`src/rtl/sdes_pkg.sv`:
```
// sdes_pkg: S-DES permutation tables, S-boxes, FSM states and bit-permutation helpers.
// Bit numbering follows the S-DES texts: position 1 is the MSB of every vector.
package sdes_pkg;

  typedef enum logic [2:0] {IDLE, KEYGEN, ROUND1, ROUND2, DONE} state_t;

  localparam int P10    [10] = '{3, 5, 2, 7, 4, 10, 1, 9, 8, 6};
  localparam int P8     [8]  = '{6, 3, 7, 4, 8, 5, 10, 9};
  localparam int IP     [8]  = '{2, 6, 3, 1, 4, 8, 5, 7};
  localparam int IP_INV [8]  = '{4, 1, 3, 5, 7, 2, 8, 6};
  localparam int EP     [8]  = '{4, 1, 2, 3, 2, 3, 4, 1};
  localparam int P4     [4]  = '{2, 4, 3, 1};

  // Indexed by {row, col}, four entries per row.
  localparam logic [1:0] S0 [16] = '{2'd1, 2'd0, 2'd3, 2'd2,
                                     2'd3, 2'd2, 2'd1, 2'd0,
                                     2'd0, 2'd2, 2'd1, 2'd3,
                                     2'd3, 2'd1, 2'd3, 2'd2};
  localparam logic [1:0] S1 [16] = '{2'd0, 2'd1, 2'd2, 2'd3,
                                     2'd2, 2'd0, 2'd1, 2'd3,
                                     2'd3, 2'd0, 2'd1, 2'd0,
                                     2'd2, 2'd1, 2'd0, 2'd3};

  function automatic logic [9:0] perm_p10(input logic [9:0] x);
    logic [9:0] y;
    y = '0;
    for (int i = 0; i < 10; i++) y[4'(9 - i)] = x[4'(10 - P10[i])];
    return y;
  endfunction

  function automatic logic [7:0] perm_p8(input logic [9:0] x);
    logic [7:0] y;
    y = '0;
    for (int i = 0; i < 8; i++) y[3'(7 - i)] = x[4'(10 - P8[i])];
    return y;
  endfunction

  function automatic logic [7:0] perm_ip(input logic [7:0] x);
    logic [7:0] y;
    y = '0;
    for (int i = 0; i < 8; i++) y[3'(7 - i)] = x[3'(8 - IP[i])];
    return y;
  endfunction

  function automatic logic [7:0] perm_ip_inv(input logic [7:0] x);
    logic [7:0] y;
    y = '0;
    for (int i = 0; i < 8; i++) y[3'(7 - i)] = x[3'(8 - IP_INV[i])];
    return y;
  endfunction

  function automatic logic [7:0] perm_ep(input logic [3:0] x);
    logic [7:0] y;
    y = '0;
    for (int i = 0; i < 8; i++) y[3'(7 - i)] = x[2'(4 - EP[i])];
    return y;
  endfunction

  function automatic logic [3:0] perm_p4(input logic [3:0] x);
    logic [3:0] y;
    y = '0;
    for (int i = 0; i < 4; i++) y[2'(3 - i)] = x[2'(4 - P4[i])];
    return y;
  endfunction

  // Rotates each 5-bit half of the key left by one position.
  function automatic logic [9:0] ls1(input logic [9:0] x);
    return {x[8:5], x[9], x[3:0], x[4]};
  endfunction

endpackage

```
`src/rtl/sdes_fk.sv`:
```
// sdes_fk: S-DES round function F(R, SK) -- expansion, key mix, S-box lookup, P4.
module sdes_fk
  import sdes_pkg::*;
(
  input  logic [3:0] r,
  input  logic [7:0] subkey,
  output logic [3:0] f
);

  logic [7:0] mixed;
  logic [1:0] s0_out;
  logic [1:0] s1_out;

  // S-box row comes from the outer bits of each nibble, column from the inner pair.
  always_comb begin
    mixed  = perm_ep(r) ^ subkey;
    s0_out = S0[{mixed[7], mixed[4], mixed[6], mixed[5]}];
    s1_out = S1[{mixed[3], mixed[0], mixed[2], mixed[1]}];
    f      = perm_p4({s0_out, s1_out});
  end

endmodule

```
`src/rtl/sdes_iter_engine.sv`:
```
// sdes_iter_engine: registered multi-cycle S-DES encrypt/decrypt engine with valid/ready ports.
// Define SDES_CBC_EN to add cipher-block chaining through an 8-bit chain register seeded from IV.
module sdes_iter_engine
  import sdes_pkg::*;
#(
  parameter logic [7:0] IV = 8'h00
) (
  input  logic       CLOCK_50,
  input  logic       rst,
  input  logic       in_valid,
  output logic       in_ready,
  input  logic [7:0] in_data,
  input  logic [9:0] in_key,
  input  logic       in_decrypt,
  output logic       out_valid,
  input  logic       out_ready,
  output logic [7:0] out_data,
  output logic       busy
);

  state_t     state_q, state_d;
  logic [7:0] data_q, data_d;
  logic [9:0] key_q, key_d;
  logic       decrypt_q, decrypt_d;
  logic [7:0] k1_q, k1_d;
  logic [7:0] k2_q, k2_d;
  logic [7:0] work_q, work_d;
  logic [7:0] out_data_q, out_data_d;
  logic       out_valid_q, out_valid_d;

  logic [7:0] chain_mask;
  logic [9:0] ks_ls1;
  logic [9:0] ks_ls3;
  logic [7:0] fk_subkey;
  logic [3:0] fk_out;
  logic [7:0] cipher_in;
  logic [7:0] pre_out;

`ifdef SDES_CBC_EN
  logic [7:0] chain_q, chain_d;

  // The chain only advances on a completed output handshake, so abandoned blocks leave it alone.
  always_comb begin
    chain_d = chain_q;
    if (state_q == DONE && out_ready) chain_d = decrypt_q ? data_q : out_data_q;
  end

  always_ff @(posedge CLOCK_50) begin
    if (rst) chain_q <= IV;
    else     chain_q <= chain_d;
  end

  assign chain_mask = chain_q;
`else
  logic unused_iv;
  assign chain_mask = 8'h00;
  assign unused_iv  = ^IV;
`endif

  sdes_fk u_fk (
    .r      (work_q[3:0]),
    .subkey (fk_subkey),
    .f      (fk_out)
  );

  // Decryption runs the same Feistel rounds with the subkey order reversed.
  always_comb begin
    ks_ls1    = ls1(perm_p10(key_q));
    ks_ls3    = ls1(ls1(ks_ls1));
    if (state_q == ROUND1) fk_subkey = decrypt_q ? k2_q : k1_q;
    else                   fk_subkey = decrypt_q ? k1_q : k2_q;
    cipher_in = data_q ^ (decrypt_q ? 8'h00 : chain_mask);
    pre_out   = perm_ip_inv({work_q[7:4] ^ fk_out, work_q[3:0]});
  end

  always_comb begin
    state_d     = state_q;
    data_d      = data_q;
    key_d       = key_q;
    decrypt_d   = decrypt_q;
    k1_d        = k1_q;
    k2_d        = k2_q;
    work_d      = work_q;
    out_data_d  = out_data_q;
    out_valid_d = out_valid_q;
    case (state_q)
      IDLE: begin
        if (in_valid) begin
          data_d    = in_data;
          key_d     = in_key;
          decrypt_d = in_decrypt;
          state_d   = KEYGEN;
        end
      end
      KEYGEN: begin
        k1_d    = perm_p8(ks_ls1);
        k2_d    = perm_p8(ks_ls3);
        work_d  = perm_ip(cipher_in);
        state_d = ROUND1;
      end
      ROUND1: begin
        work_d  = {work_q[3:0], work_q[7:4] ^ fk_out};
        state_d = ROUND2;
      end
      ROUND2: begin
        out_data_d  = pre_out ^ (decrypt_q ? chain_mask : 8'h00);
        out_valid_d = 1'b1;
        state_d     = DONE;
      end
      DONE: begin
        if (out_ready) begin
          out_valid_d = 1'b0;
          state_d     = IDLE;
        end
      end
      default: state_d = IDLE;
    endcase
  end

  always_ff @(posedge CLOCK_50) begin
    if (rst) begin
      state_q     <= IDLE;
      data_q      <= 8'h00;
      key_q       <= 10'h000;
      decrypt_q   <= 1'b0;
      k1_q        <= 8'h00;
      k2_q        <= 8'h00;
      work_q      <= 8'h00;
      out_data_q  <= 8'h00;
      out_valid_q <= 1'b0;
    end else begin
      state_q     <= state_d;
      data_q      <= data_d;
      key_q       <= key_d;
      decrypt_q   <= decrypt_d;
      k1_q        <= k1_d;
      k2_q        <= k2_d;
      work_q      <= work_d;
      out_data_q  <= out_data_d;
      out_valid_q <= out_valid_d;
    end
  end

  assign in_ready  = (state_q == IDLE);
  assign busy      = (state_q != IDLE);
  assign out_valid = out_valid_q;
  assign out_data  = out_data_q;

endmodule

```
`config.mk`:
```
export PLATFORM = sky130hd
export DESIGN_NAME = sdes_iter_engine
export DESIGN_NICKNAME = d
export VERILOG_FILES = /design/src/rtl/sdes_pkg.sv /design/src/rtl/sdes_fk.sv /design/src/rtl/sdes_iter_engine.sv
export SDC_FILE = /design/constraint.sdc
export NUM_CORES = 1
export LEC_CHECK = 0
export CAP_MARGIN = 40
export CORE_MARGIN = 2
export CORE_UTILIZATION = 39
export CTS_CLUSTER_SIZE = 16
export DETAILED_ROUTE_END_ITERATION = 12
export PLACE_DENSITY_LB_ADDON = 0.3
export SETUP_SLACK_MARGIN = 0.5
export SYNTH_ARGS = -nofsm -noshare
export SYNTH_HDL_FRONTEND = slang
export SYNTH_SLANG_ARGS = --single-unit
```
`constraint.sdc`:
```
create_clock -name CLOCK_50 -period 1.8 [get_ports CLOCK_50]
set_clock_uncertainty 0.15 [all_clocks]
set_input_delay 0.36 -clock CLOCK_50 [delete_from_list [all_inputs] [get_ports CLOCK_50]]
set_output_delay 0.36 -clock CLOCK_50 [all_outputs]
set_load 0.005 [all_outputs]
```
* Word-level counts from Yosys, hierarchy flattened *
Memory sizes are Yosys's and may differ from the RTL's.
Index checks and enable logic that the tools add are counted.
W data, S select, Z words.

word-level totals
  input bits = 23
  memory bits (read-only) = 32
  word-level logic and storage cells = 38
  output and inout bits = 11
  memories kept = 1
  flip-flop bits (word level) = 30

memory list
  name             words  width  read ports  clocked after memory_dff  write ports  RTL line       source
  (no name shown)  16     2      1           0                         0            sdes_fk.sv:18  s1_out = S1[{mixed[3], mixed[0], mixed[2], mixed[1]}];

operators by class
  eq/ne operators = 6
  mux-type cells = 11
  bitwise operators = 3
  $lt $le $gt $ge = 1
  reductions and logical operators = 7

operators by type and width
  operator              count
  $pmux W8 S2           1
  $pmux W3 S5           1
  $mux W4               3
  $eq A3 B2 Y1 const B  2
  $mux W3               2
  $reduce_and A2 Y1     3
  $ge A5 B5 Y1 const B  1
  $not A4 Y5            1
  $mux W2               2
  $ne A2 B2 Y1 const B  2
  $reduce_bool A2 Y1    2
  $xor A4 B2 Y4         1
  $xor A4 B4 Y4         1
  $eq A3 B1 Y1 const B  1
  $eq A3 B3 Y1 const B  1
  $logic_not A3 Y1      1
  $reduce_bool A3 Y1    1
  $pmux W1 S2           1
  $mux W1               1

* Longest topological paths before layout *
Gate-level depths: netlist of the first run.

  depth after elaboration = 9
  depth in mapped cells = 4
  depth with buffers taken out = 3

* Hierarchy *
From an unflattened synthesis of the first run, not the netlist that was laid out.

unflattened totals
  cells, all modules = 145
  area total of the unflattened synthesis = 1270.0 um^2

by module, submodules not included
  module            seq. area each (um^2)  instances  area each (um^2)  cells each
  sdes_iter_engine  540.5                  1          1234.9            140
  sdes_fk           0.0                    1          35.0              5

* Least setup slack after synthesis of the first run *
Ideal clock, no wire load.

  kind = register -> output
  start = register state_q[0]
  end = output port busy
  required time = 1.290 ns
  setup slack = 0.436 ns
  cell stages (with the launch flop) = 4
  arrival time = 0.854 ns
  path buffers = 1
  cells stage by stage = dfxtp_1 -> buf_4 -> nor3_1 -> inv_1

between the ends
  cells in the longest elaborated chain, start to end = 1

RTL lines
  item                      RTL line                 source
  start: declaration        sdes_iter_engine.sv:21   state_t state_q, state_d;
  start signal: assignment  sdes_iter_engine.sv:132  state_q <= state_d;
  $reduce_bool A3 Y1        sdes_iter_engine.sv:145  assign busy = (state_q != IDLE);
  end: declaration          sdes_iter_engine.sv:18   output logic busy

No other way between the ends.

* Worst setup path in the final report of the first run *
  start = register state_q[2]
  end = output port in_ready

between the ends
  cells in the longest elaborated chain, start to end = 1

RTL lines
  item              RTL line                 source
  $logic_not A3 Y1  sdes_iter_engine.sv:144  assign in_ready = (state_q == IDLE);
  end: declaration  sdes_iter_engine.sv:11   output logic in_ready,

No other way between the ends.

==> results of run 1 <==
-- cell type report --
cell class | count | share of cell area (%)
flip-flops and latches | 15 | 32.7
multi-input cells | 56 | 39.6
repair buffers | 23 | 20.9
inverters | 2 | 0.788
clock buffers | 4 | 2.76
well taps | 25 | 3.29
-- final timing paths --
kind / endpoint / cells after the start / slack, ns / startpoint
min reg2reg: out_data[1]$_SDFFE_PP0P_ / 2 / 0.31 / out_data[1]$_SDFFE_PP0P_
max reg2reg: cipher_in[1]$_SDFFE_PP0P_ / 4 / 0.38 / state_q[0]$_SDFFE_PP0P_
max: in_ready / 4 / 0.19 / state_q[2]$_SDFFE_PP0P_
min: out_data[1]$_SDFFE_PP0P_ / 2 / 0.31 / out_data[1]$_SDFFE_PP0P_
-- cell usage in the layout (no fill, tap or decap), drive strengths merged, types with 2 or more instances in the layout --
| cell type | n |
|---|---|
| inv | 2 |
| a32oi | 2 |
| nand2b | 3 |
| nand3 | 2 |
| clkdlybuf4s50 | 4 |
| nor2 | 8 |
| nor3 | 2 |
| a211oi | 2 |
| o22a | 2 |
| mux2i | 5 |
| conb | 5 |
| nand2 | 3 |
| nand3b | 3 |
| o21ai | 4 |
| dfxtp | 15 |
| buf | 17 |
| a21oi | 7 |
| dlygate4sd2 | 2 |
| clkbuf | 4 |
-- synth_stat cells (all sizes together) --
| library cell | number |
|---|---|
| conb | 1 |
| o22a | 2 |
| nand2b | 3 |
| nand3b | 3 |
| nor2b | 1 |
| nor4bb | 1 |
| buf | 8 |
| xor2 | 1 |
| inv | 2 |
| nor2 | 8 |
| nand2 | 3 |
| mux2i | 5 |
| a32oi | 2 |
| a21oi | 7 |
| nor4b | 1 |
| o22ai | 1 |
| o21ai | 4 |
| a211oi | 2 |
| nand3 | 2 |
| dfxtp | 15 |
| and2b | 1 |
| clkbuf | 1 |
| and2 | 1 |
| or2 | 1 |
| nor3 | 2 |
-- per-layer routing --
metal | routed length [um] | vias up
li1 | - | 310
met1 | 600 | 272
met2 | 661 | 15
met3 | 69 | 4
met4 | 20 | 0
met5 | 0 | -
-- power by group through the flow --
stage | combinational [mW] | clock (mW) | sequential, mW
2_1_floorplan | 0.0854 | 0 | 0.366
3_5_place_dp | 0.124 | 0 | 0.365
5_1_grt | 0.168 | 0.211 | 0.362
6_report | 0.153 | 0.196 | 0.360
4_1_cts | 0.135 | 0.198 | 0.359
3_3_place_gp | 0.123 | 0 | 0.365
-- sequential cells by signal (all words and copies together), names as in the netlist --
register,cells
work_q,5
out_data,3
out_valid,1
cipher_in,3
state_q,3
-- what timing repair did --
item	in CTS	in global routing
endpoints found under the setup margin	13	9
gates resized for setup	37	7
buffers inserted	3	3
pin swaps	2	2
-- worst min-delay path, stage by stage (launching register included) --
cell     delay, ns
dfxtp_2       0.33
nand2_1       0.05
a21oi_1       0.06
-- cell families (layout without fill, tap and decap cells) --
family | count (synthesis) | after routing
multiplexers | 5 | 5
XOR/XNOR | 1 | 1
other | 1 | 5
AO/OA/AOI/OAI | 18 | 18
AND/OR/NAND/NOR | 27 | 27
buffers and inverters | 11 | 29
flip-flops | 15 | 15
-- stage by stage --
step	power (mW)	std cells	hold WS, ns
6_report	0.708	125	0.307
3_3_place_gp	0.487	115	0.293
3_5_place_dp	0.489	115	0.299
5_1_grt	0.741	125	0.328
2_1_floorplan	0.451	82	0.281
4_1_cts	0.692	122	0.307
==> flow_summary.yaml, run 1 <==
run_status:
  outcome: "complete, no violations"
pwr:
  power_switching_mw: 0.186
  p_int_mw: 0.522
  p_comb_share_pct: 21.5
  sw_frac_of_total_pct: 26.2
  p_seq_share_pct: 50.8
  p_clk_share_pct: 27.6
  leakage_nw: 0.396
  peakVddDrop_uv: 436
  powerDensity_nw_per_um2: 744
detailed_routing:
  drt_iter0_drc: 14
  wl_per_cell_um: 10.8
  drc_errors: 0
  final_antenna_net_count: 0
  vias_per_cell: 4.81
  vias: 601
  dr.pass1.iters: 4
  wirelength_mm: 1.35
global_routing:
  busiest_layer: "met2"
  grt_max_degree: 15
  grtUsageMet2_pct: 20.5
  grt_first_pass_wirelength_mm: 2.11
  met3_usage_pct: 3.46
  antenna_found_initial: 0
  grt_use_total_pct: 13.7
  overflow: 0
  grt_pass1_vias: 497
  use_met1_pct: 18.4
sta:
  setup_violations: 0
  grt_setup_unrepaired: "true"
  period_share_pct: 89.3
  maxSlewViolCount: 0
  setup_ws_ns: 0.192
  setup_tns_ns: 0
  fin_crit_ns: 1.61
  timing.fmax_mhz: 622
  hold_viol: 0
clock_network:
  cts-root-buf: "clkbuf_4"
  cts.sinks: 15
  clockBufferDepth: 2
  clk_latency_ns: 0.28
  h-tree-depth: 1
  numCtsBuffers: 3
  cts_tree: "built"
  ctsHoldBuffers: 0
  clk_pin_slew_ns: 0.09
layout:
  fill_cells: 164
  design_area_um2: 952
  antenna_cells: 0
  nets: 124
  final_util_pct: 55.1
  multi_input_comb_area_um2: 377
  seqCellArea_um2: 312
  synthToLayoutAreaGrowth_pct: 32.8
  final_layout_size_suffix_gt1_share_pct: 32.0
critical_path:
  crit_buf_inv: 3
  critPathLaunchType: "register"
  cp_top_family: "flip-flops"
  crit_slowest_cell: "dfxtp_2"
  crit_type: "reg -> out"
  cp.arrival_ns: 1.10
  max_stage_delay_ns: 0.34
  required_ns: 1.29
  cp_max_fo: 2
  worstPathCellList: "nor3_4 > buf_4 > buf_6 > buf_6"
  cpMostUsedCell: "buf_6"
  endpoint_kind: "primary output"
worst_hold_path:
  hold_class: "reg -> reg"
logic_synthesis:
  synth_compound_area_share_pct: 16.2
  ys_seq_elements: 15
  synth.area.top_cells: "dfxtp_1 (42%), buf_4 (7.3%), mux2i_1 (7.0%)"
  yosys.area.top_type: "dfxtp_1"
  synth_cell_type_count: 28
  synth_fa_ha_area_share_pct: 0
  synthMuxAreaShare_pct: 6.98
  synthXorXnorAreaFrac_pct: 1.22
  syn_area_um2: 717
  syn_inst: 78
  syn_avg_cell_area_um2: 9.19
  synth_top_family_by_area: "simple AND/OR/NAND/NOR gates"
  synth_top_area_share_pct: 41.9
  ys_seq_area_share_pct: 41.9
  yosys.area_share.simple_pct: 22.7
  ys_warn_count: 0
placement:
  place.gp.congestion: 0.717
  dp.final_hpwl_um: 974
  post-place-ws_ns: 0.0802
  portBuffers: 12
  post_dp_cell_area_um2: 858
floorplan:
  ios: 34
  core_um2: 1730
  die_area_um2: 2200
  fp.dieH_um: 46.9
  row_count: 15
  start_util_pct: 41.5
  die_w_um: 46.9
job:
  maxCapViolCount: 0
(Power assumes the default switching activity.)
==> run 2, diff against run 1 <==
--- a/config.mk
+++ b/config.mk
@@ -6,8 +6,10 @@
 export NUM_CORES = 1
 export LEC_CHECK = 0
 export CAP_MARGIN = 40
+export CELL_PAD_IN_SITES_DETAIL_PLACEMENT = 0
+export CELL_PAD_IN_SITES_GLOBAL_PLACEMENT = 1
 export CORE_MARGIN = 2
-export CORE_UTILIZATION = 39
+export CORE_UTILIZATION = 28
 export CTS_CLUSTER_SIZE = 16
 export DETAILED_ROUTE_END_ITERATION = 12
 export PLACE_DENSITY_LB_ADDON = 0.3
==> run 2 against run 1 <==
Hold slack got worse by 0.054 ns; utilization fell by 13 points; fmax increased by 9.3%; critical path depth decreased by 1; critical endpoint is now busy; largest cell class unchanged; highest routed layer unchanged.
==> flow_summary.yaml, run 2 (synthesis gave the netlist of run 1 again) <==
clock_network:
  cts.sinks: 15
  ctsHoldBuffers: 0
  cts_tree: "built"
  h-tree-depth: 1
  cts-root-buf: "clkbuf_4"
  clk_pin_slew_ns: 0.09
  clockBufferDepth: 2
  clk_latency_ns: 0.27
  numCtsBuffers: 3
job:
  maxCapViolCount: 0
detailed_routing:
  drt_iter0_drc: 3
  wirelength_mm: 1.53
  vias: 635
  vias_per_cell: 4.74
  final_antenna_net_count: 0
  wl_per_cell_um: 11.4
  drc_errors: 0
  dr.pass1.iters: 4
layout:
  antenna_cells: 0
  layout_commonest_cell: "buf_4"
  largest_reg_flops: 5
  final_layout_size_suffix_gt1_share_pct: 40.4
  final_cells: 134
  design_area_um2: 1020
  final_util_pct: 41.7
  nets: 128
  final_cell_mix: "buf_4 (9), dfxtp_1 (8), dfxtp_2 (7)"
  top_register: "work_q"
  synthToLayoutAreaGrowth_pct: 42.9
placement:
  place.gp.congestion: 0.761
  dp.final_hpwl_mm: 1.05
  post_dp_cell_area_um2: 865
  post-place-ws_ns: 0.0705
  dp.cells: 120
  portBuffers: 12
global_routing:
  grt_use_total_pct: 11.5
  grt_first_pass_wirelength_mm: 2.48
  overflow: 0
  grt_pass1_vias: 573
  antenna_found_initial: 0
  grt_max_degree: 15
critical_path:
  crit_type: "reg -> out"
  endpoint_kind: "primary output"
  critPathLaunchType: "register"
  cp_max_fo: 2
  cp.arrival_ns: 0.96
  required_ns: 1.29
sta:
  fin_crit_ns: 1.47
  setup_ws_ns: 0.329
  period_share_pct: 81.7
  maxSlewViolCount: 0
  timing.fmax_mhz: 680
  setup_violations: 0
  hold_slack_ns: 0.253
  hold_viol: 0
  grt_setup_unrepaired: "true"
  setup_tns_ns: 0
floorplan:
  row_count: 18
  die_area_um2: 2980
  start_util_pct: 29.2
  ios: 34
  fp.dieH_um: 54.6
  die_w_um: 54.6
  core_um2: 2450
run_status:
  outcome: "complete, no violations"
pwr:
  powerDensity_nw_per_um2: 687
  peakVddDrop_uv: 315
  leakage_nw: 0.429
  fin_total_pwr_mw: 0.704
worst_hold_path:
  hold_class: "in -> reg"
run 2: cell types whose count changed in the layout (fill, tap and decap cells not counted), moves of 2 or more:
cell / delta
o21ai_1: +2
nor2_4: +2
nor2_1: -2
o21ai_0: -2
buf_4: +3
run 2: final timing paths:
kind / startpoint / endpoint / slack, ns / depth (start not counted)
worst min-delay path: rst / state_q[1]$_SDFFE_PP0P_ / 0.25 / 2
worst max register to register: state_q[0]$_SDFFE_PP0P_ / cipher_in[0]$_SDFFE_PP0P_ / 0.39 / 4
worst max-delay path: state_q[0]$_SDFFE_PP0P_ / busy / 0.33 / 3
worst min register to register: out_data[0]$_SDFFE_PP0P_ / out_data[0]$_SDFFE_PP0P_ / 0.30 / 2
run 2: timing repair:
action | CTS | global route
setup endpoints to repair | 12 | 14
setup buffers | 3 | 7
endpoints found under the hold margin | 0 | 0
pin swaps | 2 | 11
gates resized for setup | 34 | 19
run 2: final cells by class:
class                           instances  area, um^2
Sequential cell                        15         309
Clock buffer                            4        26.3
Tap cell                               30        37.5
Inverter                                2        7.51
Multi-Input combinational cell         56         414
Fill cell                             249        1430
Timing Repair Buffer                   27         230
run 2: worst max-delay path, stage by stage, from the launching register on:
cell and delay (ns):
dfxtp_2 0.34, nor3_2 0.18, inv_1 0.05, buf_2 0.12
run 2: routing by layer:
layer	part of all wire, %	track usage, %
met5	0	0
met1	46	16.1
met2	49	16.3
met3	2.9	2.46
met4	2.2	5.83
run 2: where the power goes:
group          internal [mW]  switching, mW
sequential             0.348         0.0111
combinational         0.0839         0.0703
clock                 0.0857          0.105
==> run 3, diff against run 2 <==
--- a/config.mk
+++ b/config.mk
@@ -9,7 +9,7 @@
 export CELL_PAD_IN_SITES_DETAIL_PLACEMENT = 0
 export CELL_PAD_IN_SITES_GLOBAL_PLACEMENT = 1
 export CORE_MARGIN = 2
-export CORE_UTILIZATION = 28
+export CORE_UTILIZATION = 25
 export CTS_CLUSTER_SIZE = 16
 export DETAILED_ROUTE_END_ITERATION = 12
 export PLACE_DENSITY_LB_ADDON = 0.3
==> constraint.sdc (replaced) <==
create_clock -name CLOCK_50 -period 1.2 [get_ports CLOCK_50]
set_clock_uncertainty 0.15 [all_clocks]
set_input_delay 0.24 -clock CLOCK_50 [delete_from_list [all_inputs] [get_ports CLOCK_50]]
set_output_delay 0.24 -clock CLOCK_50 [all_outputs]
set_load 0.005 [all_outputs]
==> run 3 against run 2 <==
The flow now finishes with violations (negative setup slack); critical path depth increased by 1; final cell count increased by 3.7%; clock power increased by 54%; largest power group unchanged.
==> flow_summary.yaml, run 3 (synthesis gave the netlist of run 1 again) <==
detailed_routing:
  drt_iter0_drc: 7
  drc_errors: 0
  vias_per_cell: 4.63
  wirelength_mm: 1.63
  wl_per_cell_um: 11.7
  final_antenna_net_count: 0
  vias: 644
  dr.pass1.iters: 4
floorplan:
  die_area_um2: 3310
  row_count: 19
  fp.dieH_um: 57.6
  die_w_um: 57.6
  ios: 34
  core_um2: 2730
  start_util_pct: 26.2
sta:
  fin_crit_ns: 1.41
  setup_violations: 16
  hold_viol: 0
  hold_slack_ns: 0.145
  setup_ws_ns: -0.206
  timing.fmax_mhz: 711
  grt_setup_unrepaired: "true"
  setup_tns_ns: -1.92
  maxSlewViolCount: 0
  period_share_pct: 117
job:
  maxCapViolCount: 0
worst_hold_path:
  hold_class: "in -> reg"
placement:
  place.gp.congestion: 0.706
  post_dp_cell_area_um2: 966
  portBuffers: 12
  dp.final_hpwl_mm: 1.19
  dp.cells: 128
  post-place-ws_ns: -0.398
clock_network:
  h-tree-depth: 1
  cts.sinks: 15
  clockBufferDepth: 2
  clk_latency_ns: 0.28
  cts-root-buf: "clkbuf_4"
  ctsHoldBuffers: 0
  cts_tree: "built"
  clk_pin_slew_ns: 0.09
  numCtsBuffers: 3
global_routing:
  grt_first_pass_wirelength_mm: 2.63
  overflow: 0
  grt_use_total_pct: 10.5
  antenna_found_initial: 0
  grt_max_degree: 14
  grt_pass1_vias: 612
layout:
  largest_reg_flops: 5
  final_layout_size_suffix_gt1_share_pct: 43.5
  antenna_cells: 0
  nets: 132
  fill_cells: 274
  top_register: "work_q"
  final_cells: 139
  design_area_um2: 1100
  layout_commonest_cell: "buf_4"
  synthToLayoutAreaGrowth_pct: 53.9
  final_cell_mix: "buf_4 (10), dfxtp_1 (8), a21oi_1 (7)"
critical_path:
  critPathLaunchType: "register"
  cp.arrival_ns: 1.44
  endpoint_kind: "register"
  crit_type: "reg -> reg"
  cp_max_fo: 6
  required_ns: 1.24
pwr:
  sw_frac_of_total_pct: 27.3
  p_comb_share_pct: 24.4
  powerDensity_nw_per_um2: 998
  power_switching_mw: 0.301
  peakVddDrop_uv: 391
  p_clk_share_pct: 26.6
  p_int_mw: 0.800
  p_seq_share_pct: 49.0
  leakage_nw: 0.462
run_status:
  outcome: "finished, violations left"
  violations: "negative setup slack"
==> run 3: changes by cell type in the layout (fill, tap and decap cells not counted), sizes merged <==
cell	previous run	this run
buf	21	25
clkbuf	4	3
clkdlybuf4s50	4	5
clkinv	0	1
dlygate4sd2	1	0
==> run 3: worst paths after layout <==
path / depth (start not counted) / startpoint / slack, ns / end
worst max-delay path: 4 / state_q[1]$_SDFFE_PP0P_ / -0.21 / cipher_in[1]$_SDFFE_PP0P_
worst min-delay path: 2 / rst / 0.14 / state_q[1]$_SDFFE_PP0P_
worst max register to register: 4 / state_q[1]$_SDFFE_PP0P_ / -0.21 / cipher_in[1]$_SDFFE_PP0P_
worst min register to register: 2 / out_data[1]$_SDFFE_PP0P_ / 0.31 / out_data[1]$_SDFFE_PP0P_
==> run 3: what timing repair did <==
action	in CTS	in global routing
hold endpoints to repair	0	0
buffers inserted	1	6
setup endpoints to repair	21	21
resized for setup	32	15
cloned	0	0
pin swaps	10	9
==> run 3: layer usage <==
metal | wire, um | part of all wire [%] | global-route usage [%] | vias to the layer above
met2 | 806 | 50 | 16.9 | 13
li1 | - | - | - | 324
met3 | 59 | 3.6 | 1.59 | 4
met5 | 0 | 0 | 0 | -
met1 | 722 | 44 | 12.4 | 303
met4 | 38 | 2.3 | 7.97 | 0
==> run 3: area by class of cell <==
type                       instances  area (um^2)  share of cell area [%]
clock inverter                     1         5.00                   0.454
timing repair buffer              31          295                    26.8
multi-input combinational         56          420                    38.1
tap                               31         38.8                    3.51
clock buffer                       3         22.5                    2.04
sequential                        15          314                    28.5
inverter                           2         7.51                   0.680
==> run 3: through the flow <==
step / util (%) / total power [mW]
2_1_floorplan: - / 0.690
3_3_place_gp: 35.3 / 0.774
3_5_place_dp: 35.3 / 0.775
4_1_cts: 36.3 / 1.07
5_1_grt: 40.4 / 1.16
6_report: 40.4 / 1.10
==> run 3: worst max-delay path, stage by stage (launching register included) <==
cell     delay, ns
dfxtp_2       0.35
buf_6         0.14
nor4b_4       0.39
mux2i_1       0.23
nor2_1        0.05
==> run 3: power groups by stage <==
stage | combinational [mW] | clock (mW) | sequential [mW]
finish | 0.269 | 0.293 | 0.540
global route | 0.292 | 0.323 | 0.544
CTS | 0.221 | 0.312 | 0.540
detailed placement | 0.224 | 0 | 0.551
global placement | 0.223 | 0 | 0.551
floorplan | 0.141 | 0 | 0.550
